--- src/rtl/imm_rot_encoder.sv ---
// Searches for an imm8/rot pair with value == ror32(imm8, ROT_STEP*rot); lowest rot wins.
// Define IMM_ROT_PARALLEL_EN to evaluate all candidates in one cycle instead of iterating.
module imm_rot_encoder #(
    parameter int unsigned DATA_W   = 32,
    parameter int unsigned IMM_W    = 8,
    parameter int unsigned ROT_W    = 4,
    parameter int unsigned ROT_STEP = 2
) (
    input  logic              clk,
    input  logic              rst,
    input  logic              in_valid,
    output logic              in_ready,
    input  logic [DATA_W-1:0] in_value,
    output logic              out_valid,
    input  logic              out_ready,
    output logic              out_encodable,
    output logic [IMM_W-1:0]  out_imm8,
    output logic [ROT_W-1:0]  out_rot
);

    localparam int unsigned NUM_CAND = 1 << ROT_W;
    localparam int unsigned SHIFT_W  = $clog2(DATA_W);

    typedef enum logic [1:0] {
        S_IDLE,
        S_SEARCH,
        S_DONE
    } state_e;

    state_e             state_q, state_d;
    logic [DATA_W-1:0]  value_q, value_d;
    logic [IMM_W-1:0]   imm8_q, imm8_d;
    logic [ROT_W-1:0]   rot_q, rot_d;
    logic               enc_q, enc_d;
    logic               in_ready_q, in_ready_d;
    logic               out_valid_q, out_valid_d;

    // Rotate left modulo DATA_W via a doubled word, avoiding a full-width shift by DATA_W.
    function automatic logic [DATA_W-1:0] rol(input logic [DATA_W-1:0] v,
                                              input logic [SHIFT_W-1:0] s);
        logic [2*DATA_W-1:0] t;
        t = {v, v} << s;
        return t[2*DATA_W-1 -: DATA_W];
    endfunction

`ifdef IMM_ROT_PARALLEL_EN
    logic              par_hit_c;
    logic [ROT_W-1:0]  par_rot_c;
    logic [IMM_W-1:0]  par_imm_c;
    logic [DATA_W-1:0] par_cand_c;

    // Descending scan so the lowest hitting k is the one left standing.
    always_comb begin
        par_hit_c  = 1'b0;
        par_rot_c  = '0;
        par_imm_c  = '0;
        par_cand_c = '0;
        for (int i = NUM_CAND - 1; i >= 0; i--) begin
            par_cand_c = rol(value_q, SHIFT_W'(ROT_STEP * i));
            if (par_cand_c[DATA_W-1:IMM_W] == '0) begin
                par_hit_c = 1'b1;
                par_rot_c = ROT_W'(i);
                par_imm_c = par_cand_c[IMM_W-1:0];
            end
        end
    end
`else
    logic [ROT_W-1:0]  cnt_q, cnt_d;
    logic [DATA_W-1:0] cand_c;

    assign cand_c = rol(value_q, SHIFT_W'(ROT_STEP * cnt_q));

    always_ff @(posedge clk) begin
        if (rst) begin
            cnt_q <= '0;
        end else begin
            cnt_q <= cnt_d;
        end
    end
`endif

    // Next-state and result capture.
    always_comb begin
        state_d = state_q;
        value_d = value_q;
        imm8_d  = imm8_q;
        rot_d   = rot_q;
        enc_d   = enc_q;
`ifndef IMM_ROT_PARALLEL_EN
        cnt_d   = cnt_q;
`endif
        case (state_q)
            S_IDLE: begin
                if (in_valid && in_ready_q) begin
                    value_d = in_value;
`ifndef IMM_ROT_PARALLEL_EN
                    cnt_d   = '0;
`endif
                    state_d = S_SEARCH;
                end
            end
            S_SEARCH: begin
`ifdef IMM_ROT_PARALLEL_EN
                imm8_d  = par_imm_c;
                rot_d   = par_rot_c;
                enc_d   = par_hit_c;
                state_d = S_DONE;
`else
                if (cand_c[DATA_W-1:IMM_W] == '0) begin
                    imm8_d  = cand_c[IMM_W-1:0];
                    rot_d   = cnt_q;
                    enc_d   = 1'b1;
                    state_d = S_DONE;
                end else if (cnt_q == ROT_W'(NUM_CAND - 1)) begin
                    imm8_d  = '0;
                    rot_d   = '0;
                    enc_d   = 1'b0;
                    state_d = S_DONE;
                end else begin
                    cnt_d = cnt_q + 1'b1;
                end
`endif
            end
            S_DONE: begin
                if (out_ready) begin
                    state_d = S_IDLE;
                end
            end
            default: state_d = S_IDLE;
        endcase
        in_ready_d  = (state_d == S_IDLE);
        out_valid_d = (state_d == S_DONE);
    end

    always_ff @(posedge clk) begin
        if (rst) begin
            state_q     <= S_IDLE;
            value_q     <= '0;
            imm8_q      <= '0;
            rot_q       <= '0;
            enc_q       <= 1'b0;
            in_ready_q  <= 1'b1;
            out_valid_q <= 1'b0;
        end else begin
            state_q     <= state_d;
            value_q     <= value_d;
            imm8_q      <= imm8_d;
            rot_q       <= rot_d;
            enc_q       <= enc_d;
            in_ready_q  <= in_ready_d;
            out_valid_q <= out_valid_d;
        end
    end

    assign in_ready      = in_ready_q;
    assign out_valid     = out_valid_q;
    assign out_encodable = enc_q;
    assign out_imm8      = imm8_q;
    assign out_rot       = rot_q;

endmodule

--- config.mk ---
export PLATFORM = sky130hd
export DESIGN_NAME = imm_rot_encoder
export DESIGN_NICKNAME = d
export VERILOG_FILES = /design/src/rtl/imm_rot_encoder.sv
export SDC_FILE = /design/constraint.sdc
export NUM_CORES = 1
export LEC_CHECK = 0
export CAP_MARGIN = 25
export CELL_PAD_IN_SITES_DETAIL_PLACEMENT = 1
export CELL_PAD_IN_SITES_GLOBAL_PLACEMENT = 2
export CORE_ASPECT_RATIO = 1.2
export CORE_MARGIN = 2
export CORE_UTILIZATION = 33
export DETAILED_ROUTE_END_ITERATION = 12
export GPL_ROUTABILITY_DRIVEN = 0
export PLACE_DENSITY = 0.85
export SLEW_MARGIN = 20
export SYNTH_ARGS = -nofsm -noshare
export SYNTH_HDL_FRONTEND = slang
export SYNTH_SLANG_ARGS = --single-unit
--- constraint.sdc ---
create_clock -name clk -period 3.7 [get_ports clk]
set_input_delay 0.925 -clock clk [delete_from_list [all_inputs] [get_ports clk]]
set_output_delay 0.925 -clock clk [all_outputs]
set_load 0.1 [all_outputs]
==> impl_metrics.py, run 1 <==
metrics = {
    "placement": {
        "dp_hpwl_um": 7746,
        "dp_slack_ns": 0.1700,
        "place_area_um2": 4066,
        "io_buffers": 50,
    },
    "critical_path": {
        "crit_required_ns": 3.93,
        "crit_chain": "buf_4 > mux4_2 > or2_2 > a2111oi_1 > o2111ai_1 > a221o_1 > buf_4 > nand4_1 > mux2i_1",
        "startpoint": "cnt_q[0]$_SDFFE_PP0P_",
        "cp_slowest_stage_delay_ns": 0.57,
        "critPathKind": "reg2reg",
        "reg2reg_depth": 9,
        "crit_top_cell": "buf_4",
        "worstReg2RegEnd": "cnt_q[3]$_SDFFE_PP0P_",
        "cp-end-kind": "flip-flop",
        "timing.rr.start": "cnt_q[0]$_SDFFE_PP0P_",
        "startpoint_type": "flip-flop",
        "crit_arrival_ns": 3.73,
        "worstPathMaxFanout": 18,
        "reg2reg_slack_ns": 0.19,
        "cpMaxStageDelayCell": "mux4_2",
    },
    "routing": {
        "first_pass_iters": 4,
        "routed_wl_um": 10370,
        "vias": 3163,
        "avgRoutedWirePerCell_um": 18.92,
        "ant_nets": 0,
        "post_drt_via_cell_ratio": 5.772,
        "drcViolationCount": 0,
        "drt_iter0_markers": 294,
    },
    "die": {
        "coreArea_um2": 10060,
        "die_w_um": 97.11,
        "fp.dieH_um": 115.7,
        "start_util_pct": 34.13,
        "pin_count": 51,
        "rows": 40,
        "die_area_um2": 11240,
    },
    "worst_hold_path": {
        "min_path_type": "reg2reg",
        "worstHoldPathCells": 2,
        "holdPathEnd": "out_encodable$_SDFFE_PP0P_",
        "holdCritStartpoint": "out_encodable$_SDFFE_PP0P_",
    },
    "cells_and_area": {
        "postLayoutCellArea_um2": 4208,
        "syn2layout_area_growth_pct": 22.56,
        "postLayoutCoreUtil_pct": 41.83,
        "fillers": 1160,
        "final_nets": 458,
        "drive_gt1_share_pct": 13.03,
        "diodes": 0,
        "seq_area_um2": 1062,
        "multi_input_area_um2": 2223,
    },
    "synth": {
        "synth_cells": 379,
        "synth_top_area_share_pct": 30.90,
        "syn-num-nets": 416,
        "synthTopCellsByCount": "77 x nand2_1, 53 x dfxtp_1, 42 x a21oi_1",
        "ys_types": 50,
        "yosys.area.top_type": "dfxtp_1",
        "synth-seq-area-share_pct": 30.90,
        "synth_edf_count": 0,
        "synth_area_per_cell_um2": 9.059,
        "yosys_warnings": 0,
        "synth_most_common_cell": "nand2_1",
        "netlist_area_um2": 3433,
        "synthArstFlopShare_pct": 0,
        "ys.flop_type": "dfxtp_1",
        "synthTopCellsByArea": "dfxtp_1 31%, mux4_2 14%, nand2_1 8.4%",
        "yosys_register_bits": 53,
    },
    "clock_tree": {
        "cts_made_buffers": 5,
        "clockBufferDepth": 2,
        "clkSinkCount": 53,
        "clkLatencyLatePin_ns": 0.29,
        "clk_pin_slew_ns": 0.07,
        "hold_buffers": 0,
        "clock-root-buffer": "clkbuf_16",
        "htree_levels": 2,
        "cts_tree": "built",
    },
    "power_and_ir_drop": {
        "power.density_nw_per_um2": 391.2,
        "p_total_mw": 1.646,
        "power.leakage_nw": 1.471,
        "irDropWorstVdd_uv": 188.4,
    },
    "timing": {
        "setup_slack_ns": 0.1939,
        "finalCriticalPeriod_ns": 3.506,
        "drv_slew": 0,
        "setup_violations": 0,
        "fmax_mhz": 285.2,
        "skew_ns": 0.005821,
        "relSlewSlack_pct": 34.86,
        "tightest_slew_ns": 0.9741,
        "finalHoldViolations": 0,
        "fin_crit_sh_pct": 94.76,
    },
    "global_routing": {
        "grtUsageTotal_pct": 18.87,
        "grt_pass1_vias": 3167,
        "grt_max_degree": 35,
        "grt_pass1_wl_um": 17000,
        "grt-ovfl-total": 0,
        "antenna_found_initial": 0,
    },
    "outcome": {
        "status": "complete, no violations",
    },
    "job": {
        "drv_cap": 0,
    },
}
-- worst max-delay path by stage --
stage,to,slack [ns]
after floorplan,cnt_q[1]$_SDFFE_PP0P_,0.54
after global placement,cnt_q[3]$_SDFFE_PP0P_,0.35
after detailed placement,cnt_q[3]$_SDFFE_PP0P_,0.17
after CTS,cnt_q[3]$_SDFFE_PP0P_,0.11
after global routing,out_imm8[3]$_SDFFE_PP0P_,-0.0006
final,cnt_q[3]$_SDFFE_PP0P_,0.19
-- flip-flops by register name (all words and copies together), names as in the netlist --
signal         cells
value_q           32
cnt_q              4
out_encodable      1
out_imm8           8
out_rot            4
in_ready           1
state_q            2
out_valid          1
-- layer usage --
layer | vias up | routed length (um) | global-route usage [%]
li1 | 1516 | - | -
met1 | 1529 | 4432 | 23.23
met2 | 97 | 5092 | 33.10
met3 | 21 | 504 | 3.016
met4 | 0 | 341 | 7.981
met5 | - | 0 | 0
-- through the flow --
step           instances    TNS [ns]  hold WS [ns]
2_1_floorplan        379           0        0.4700
3_3_place_gp         540           0        0.4676
3_5_place_dp         540           0        0.4737
4_1_cts              548           0        0.4873
5_1_grt              548  -0.0006324        0.5012
6_report             548           0        0.4829
-- kinds of logic (layout without fill, tap and decap cells) --
kind of cell    Yosys count  in the layout  synth area share [%]
flops                    53             53                 30.90
buf+inv                  33             76                 4.373
mux                      56             56                 27.88
fa+ha+maj                 1              1                0.3644
compound gates           86             86                 16.00
simple gates            150            150                 20.48
-- layout make-up --
| cell class | instances | area share (%) |
|---|---|---|
| repair buffers | 65 | 14.57 |
| well taps | 126 | 3.747 |
| clock buffers | 7 | 3.152 |
| inverters | 3 | 0.2676 |
| multi-input cells | 293 | 52.84 |
| flip-flops and latches | 53 | 25.25 |
| clock inverters | 1 | 0.1784 |
-- report_power, final --
group          leakage [nW]  internal (mW)  switching [mW]  total [mW]
registers             0.432          0.608          0.0765       0.685
clock network        0.0641          0.252           0.206       0.457
logic                 0.975          0.238           0.266       0.504
-- placed cells by master (no fill, tap or decap), drive strengths merged, types with 7 or more instances in the layout --
master	count
a21oi	42
buf	20
o21ai	8
mux2i	24
nor2	18
dfxtp	53
mux4	29
nand2	77
nor3b	8
clkbuf	7
nand3	11
nor3	16
a22o	8
clkdlybuf4s50	45
-- worst max-delay path, delay by kind of cell, from the launching register on --
| kind | cells | cell delay [ns] |
|---|---|---|
| flops | 1 | 0.55 |
| compound gates | 3 | 1.18 |
| mux | 2 | 0.75 |
| simple gates | 2 | 0.41 |
| buf+inv | 2 | 0.54 |
-- what timing repair did --
action | in CTS | in global routing
buffers inserted | 0 | 0
gates resized for setup | 0 | 1
endpoints found under the setup margin | 0 | 14
No activity file was read; power rests on OpenSTA's default activity.
==> inputs of run 2 (changes only) <==
- TNS_END_PERCENT: default -> 5
- clock period: 3.7 -> 3.9 ns (I/O delays scaled with it)
==> impl_metrics.py, run 2 (same netlist as run 1, synthesis figures left out) <==
metrics = {
    "timing": {
        "skew_ns": 0.004527,
        "relSlewSlack_pct": 34.75,
        "finalHoldViolations": 0,
        "finalCriticalPeriod_ns": 3.568,
        "fin_crit_sh_pct": 91.50,
        "setup_slack_ns": 0.3316,
        "hold_ws_ns": 0.4783,
        "tns_ns": 0,
        "drv_slew": 0,
        "tightest_slew_ns": 0.9757,
        "setup_violations": 0,
        "rsz0062_at_grt": "no",
        "fmax_mhz": 280.2,
    },
    "cells_and_area": {
        "syn2layout_area_growth_pct": 22.12,
        "fin_cells": 544,
        "drive_gt1_share_pct": 11.00,
        "postLayoutCellArea_um2": 4193,
        "postLayoutCoreUtil_pct": 41.68,
        "layout_common_cells": "77 x nand2_1, 52 x dfxtp_1, 50 x clkdlybuf4s50_1",
        "final_common_cell": "nand2_1",
        "fillers": 1166,
        "diodes": 0,
        "largest_reg_flops": 32,
        "top_register": "value_q",
        "final_nets": 454,
    },
    "die": {
        "fp.dieH_um": 115.7,
        "coreArea_um2": 10060,
        "die_w_um": 97.11,
        "rows": 40,
        "pin_count": 51,
        "start_util_pct": 34.13,
        "die_area_um2": 11240,
    },
    "critical_path": {
        "cpMaxStageDelayCell": "mux4_2",
        "worstPathMaxFanout": 45,
        "cp-end-kind": "flip-flop",
        "path_delay_family": "compound AO/OA/AOI/OAI gates",
        "crit_arrival_ns": 3.81,
        "startpoint_type": "flip-flop",
        "crit_chain": "buf_12 > mux4_2 > or2_2 > a2111oi_1 > o2111ai_1 > a221o_1 > nor3_4 > a22o_1",
        "cp_num_buf_inv": 1,
        "cp_slowest_stage_delay_ns": 0.55,
        "critPathKind": "reg2reg",
        "crit_required_ns": 4.14,
    },
    "placement": {
        "dp_slack_ns": 0.1151,
        "dp_cells": 536,
        "io_buffers": 50,
        "place_area_um2": 4049,
        "dp_hpwl_um": 7626,
    },
    "routing": {
        "ant_nets": 0,
        "avgRoutedWirePerCell_um": 19.01,
        "vias": 3232,
        "first_pass_iters": 4,
        "drt_iter0_markers": 309,
        "post_drt_via_cell_ratio": 5.941,
        "routed_wl_um": 10340,
        "drcViolationCount": 0,
    },
    "power_and_ir_drop": {
        "p_total_mw": 1.565,
        "irDropWorstVdd_uv": 192.1,
        "power.density_nw_per_um2": 373.4,
        "power.leakage_nw": 1.443,
    },
    "clock_tree": {
        "cts_tree": "built",
        "cts_made_buffers": 5,
        "clk_pin_slew_ns": 0.07,
        "clockBufferDepth": 2,
        "clkSinkCount": 53,
        "htree_levels": 2,
        "clkLatencyLatePin_ns": 0.30,
        "clock-root-buffer": "clkbuf_16",
    },
    "global_routing": {
        "grt-ovfl-total": 0,
        "grt_pass1_vias": 3209,
        "antenna_found_initial": 0,
        "grtUsageTotal_pct": 19.09,
        "grt_max_degree": 46,
        "grt_pass1_wl_um": 17170,
    },
    "worst_hold_path": {
        "min_path_type": "reg2reg",
    },
    "outcome": {
        "status": "complete, no violations",
    },
    "job": {
        "drv_cap": 0,
    },
}
## run 2: changes by cell type in the layout (fill, tap and decap cells not counted)
| cell | previous run | this run |
|---|---|---|
| buf_4 | 19 | 10 |
| clkdlybuf4s50_1 | 45 | 50 |
| dfxtp_2 | 1 | 0 |
| dfxtp_4 | 0 | 1 |
## run 2: metal layers
| metal | vias to the layer above | GRT usage, % | routed length, um |
|---|---|---|---|
| li1 | 1512 | - | - |
| met1 | 1560 | 23.24 | 4162 |
| met2 | 128 | 32.45 | 5087 |
| met3 | 32 | 3.619 | 619 |
| met4 | 0 | 9.953 | 471 |
| met5 | - | 0 | 0 |
## run 2: cell type report
cell class / count / area [um2] / area share [%]
well taps: 126 / 157.7 / 3.760
inverters: 3 / 11.26 / 0.2686
flip-flops and latches: 53 / 1065 / 25.40
clock buffers: 7 / 132.6 / 3.163
repair buffers: 61 / 595.6 / 14.20
clock inverters: 1 / 7.507 / 0.1791
multi-input cells: 293 / 2223 / 53.03
## run 2: path summary, 6_finish.rpt
path	to	slack, ns	cells after the start	startpoint
worst max-delay path	out_imm8[2]$_SDFFE_PP0P_	0.33	8	cnt_q[0]$_SDFFE_PP0P_
worst min-delay path	out_imm8[4]$_SDFFE_PP0P_	0.48	1	out_imm8[4]$_SDFFE_PP0P_
worst max register to register	out_imm8[2]$_SDFFE_PP0P_	0.33	8	cnt_q[0]$_SDFFE_PP0P_
worst min register to register	out_imm8[4]$_SDFFE_PP0P_	0.48	1	out_imm8[4]$_SDFFE_PP0P_
## run 2: power breakdown
part | switching (mW) | total [mW] | internal (mW)
sequential | 0.0776 | 0.655 | 0.577
combinational | 0.246 | 0.468 | 0.221
clock | 0.204 | 0.443 | 0.239
## run 2: timing repair
action	4_1_cts	5_1_grt
setup buffers	0	0
endpoints found under the setup margin	0	13
hold buffers	0	0
endpoints found under the hold margin	0	0
resized for setup	0	2
## run 2: worst reg2reg max path, stage by stage (launching register included)
cell,delay (ns)
dfxtp_4,0.53
buf_12,0.31
mux4_2,0.57
or2_2,0.33
a2111oi_1,0.48
o2111ai_1,0.31
a221o_1,0.51
nor3_4,0.30
a22o_1,0.17
==> inputs of run 3 (changes only) <==
- CAP_MARGIN: 25 -> 10
- CELL_PAD_IN_SITES_DETAIL_PLACEMENT: 1 -> 0
- CELL_PAD_IN_SITES_GLOBAL_PLACEMENT: 2 -> 1
- CORE_UTILIZATION: 33 -> 42
- PLACE_DENSITY: 0.85 -> 0.87
- RECOVER_POWER: default -> 100
==> impl_metrics.py, run 3 (same netlist as run 1, synthesis figures left out) <==
metrics = {
    "global_routing": {
        "grt_max_degree": 35,
        "grtUsageTotal_pct": 21.44,
        "antenna_found_initial": 0,
        "grt_pass1_wl_um": 15170,
        "grt-ovfl-total": 0,
        "grt_pass1_vias": 2933,
    },
    "job": {
        "drv_cap": 0,
    },
    "critical_path": {
        "crit_chain": "buf_4 > buf_4 > mux2i_1 > nand3b_1 > o221a_2 > or4_4 > a221o_1 > nor3_4 > a22o_1",
        "startpoint": "cnt_q[0]$_SDFFE_PP0P_",
        "critPathKind": "reg2reg",
        "worstPathMaxFanout": 22,
        "cpMaxStageDelayCell": "dfxtp_2",
        "cp_slowest_stage_delay_ns": 0.54,
        "crit_arrival_ns": 3.84,
        "reg2reg_depth": 9,
        "crit_required_ns": 4.16,
        "timing.rr.start": "cnt_q[0]$_SDFFE_PP0P_",
        "crit_top_cell": "buf_4",
        "worstReg2RegEnd": "out_imm8[7]$_SDFFE_PP0P_",
        "reg2reg_slack_ns": 0.32,
        "startpoint_type": "flip-flop",
        "cp-end-kind": "flip-flop",
    },
    "clock_tree": {
        "hold_buffers": 0,
        "cts_resized": 0,
        "clockBufferDepth": 2,
        "htree_levels": 2,
        "clkLatencyLatePin_ns": 0.33,
        "cts_made_buffers": 5,
        "clock-root-buffer": "clkbuf_8",
        "clk_pin_slew_ns": 0.11,
        "cts_setup_buffers": 0,
        "cts_tree": "built",
        "clkSinkCount": 53,
    },
    "routing": {
        "ant_nets": 0,
        "avgRoutedWirePerCell_um": 17.59,
        "vias": 3189,
        "post_drt_via_cell_ratio": 6.180,
        "drcViolationCount": 0,
        "drt_iter0_markers": 306,
        "first_pass_iters": 5,
        "routed_wl_um": 9077,
    },
    "timing": {
        "tightest_slew_ns": 1.364,
        "finalHoldViolations": 0,
        "rsz0062_at_grt": "no",
        "relSlewSlack_pct": 9.041,
        "finalCriticalPeriod_ns": 3.576,
        "setup_violations": 0,
        "fmax_mhz": 279.6,
        "skew_ns": 0.01786,
        "tns_ns": 0,
        "fin_crit_sh_pct": 91.70,
        "drv_slew": 0,
    },
    "cells_and_area": {
        "largest_reg_flops": 32,
        "fin_cells": 516,
        "top_register": "value_q",
        "diodes": 0,
        "syn2layout_area_growth_pct": 19.50,
        "final_common_cell": "nand2_1",
        "final_nets": 457,
        "layout_common_cells": "77 x nand2_1, 52 x dfxtp_1, 42 x a21oi_1",
        "drive_gt1_share_pct": 11.64,
    },
    "placement": {
        "dp_hpwl_um": 6625,
        "io_buffers": 50,
        "dp_cells": 508,
    },
    "die": {
        "die_area_um2": 8917,
        "rows": 36,
        "fp.dieH_um": 103.0,
        "start_util_pct": 42.82,
        "die_w_um": 86.54,
        "coreArea_um2": 8018,
        "pin_count": 51,
    },
    "outcome": {
        "status": "complete, no violations",
    },
    "worst_hold_path": {
        "min_path_type": "reg2reg",
        "holdPathEnd": "out_imm8[1]$_SDFFE_PP0P_",
        "holdCritStartpoint": "out_imm8[1]$_SDFFE_PP0P_",
        "worstHoldPathCells": 1,
    },
    "power_and_ir_drop": {
        "power.density_nw_per_um2": 347.1,
        "irDropWorstVdd_uv": 143.9,
        "power.leakage_nw": 1.476,
    },
}
[run 3: cell types whose count changed in the layout (fill, tap and decap cells not counted), sizes merged]
| cell | change |
|---|---|
| buf | +1 |
| clkinv | +1 |
| dlygate4sd3 | +17 |
| clkdlybuf4s50 | -17 |
| inv | +1 |
[run 3: through the flow]
step	utilization, %	instance area [um2]	setup slack, ns	hold WS, ns	power (mW)
final	51.17	4103	0.3235	0.4856	1.424
after global routing	51.17	4103	0.03616	0.5029	1.511
after CTS	51.26	4110	0.3568	0.4894	1.436
after detailed placement	50.14	4020	0.4039	0.4677	1.115
after global placement	50.14	4020	0.4913	0.4634	1.106
after floorplan	-	3433	0.7373	0.4700	0.9823
[run 3: worst max path at each step]
stage	end	slack [ns]	depth (start not counted)
finish	out_imm8[7]$_SDFFE_PP0P_	0.32	9
global route	out_imm8[7]$_SDFFE_PP0P_	0.04	9
CTS	out_imm8[7]$_SDFFE_PP0P_	0.36	9
detailed placement	out_imm8[7]$_SDFFE_PP0P_	0.40	9
global placement	out_imm8[1]$_SDFFE_PP0P_	0.49	9
floorplan	cnt_q[1]$_SDFFE_PP0P_	0.74	9
[run 3: cell type report]
class	instances	area, um2
clock inverters	3	21.27
flip-flops and latches	53	1062
clock buffers	5	68.82
well taps	95	118.9
multi-input cells	293	2222
fillers	757	3915
inverters	3	11.26
repair buffers	64	598.1
[run 3: power breakdown]
group          switching (mW)  internal (mW)  total (mW)
combinational           0.241          0.218       0.459
clock                   0.191          0.128       0.319
sequential             0.0693          0.577       0.646
[run 3: per-layer routing]
layer | track usage [%] | up-vias | routed length, um
met5 | 0 | - | 0
met4 | 7.692 | 0 | 236
met3 | 3.683 | 28 | 613
met2 | 35.09 | 163 | 4396
met1 | 28.61 | 1488 | 3830
li1 | - | 1510 | -
[run 3: critical path: cells and delay by family (launching register included)]
| family | cells | cell delay, ns |
|---|---|---|
| simple gates | 3 | 0.96 |
| compound gates | 3 | 0.94 |
| buf+inv | 2 | 0.69 |
| flops | 1 | 0.54 |
| mux | 1 | 0.38 |
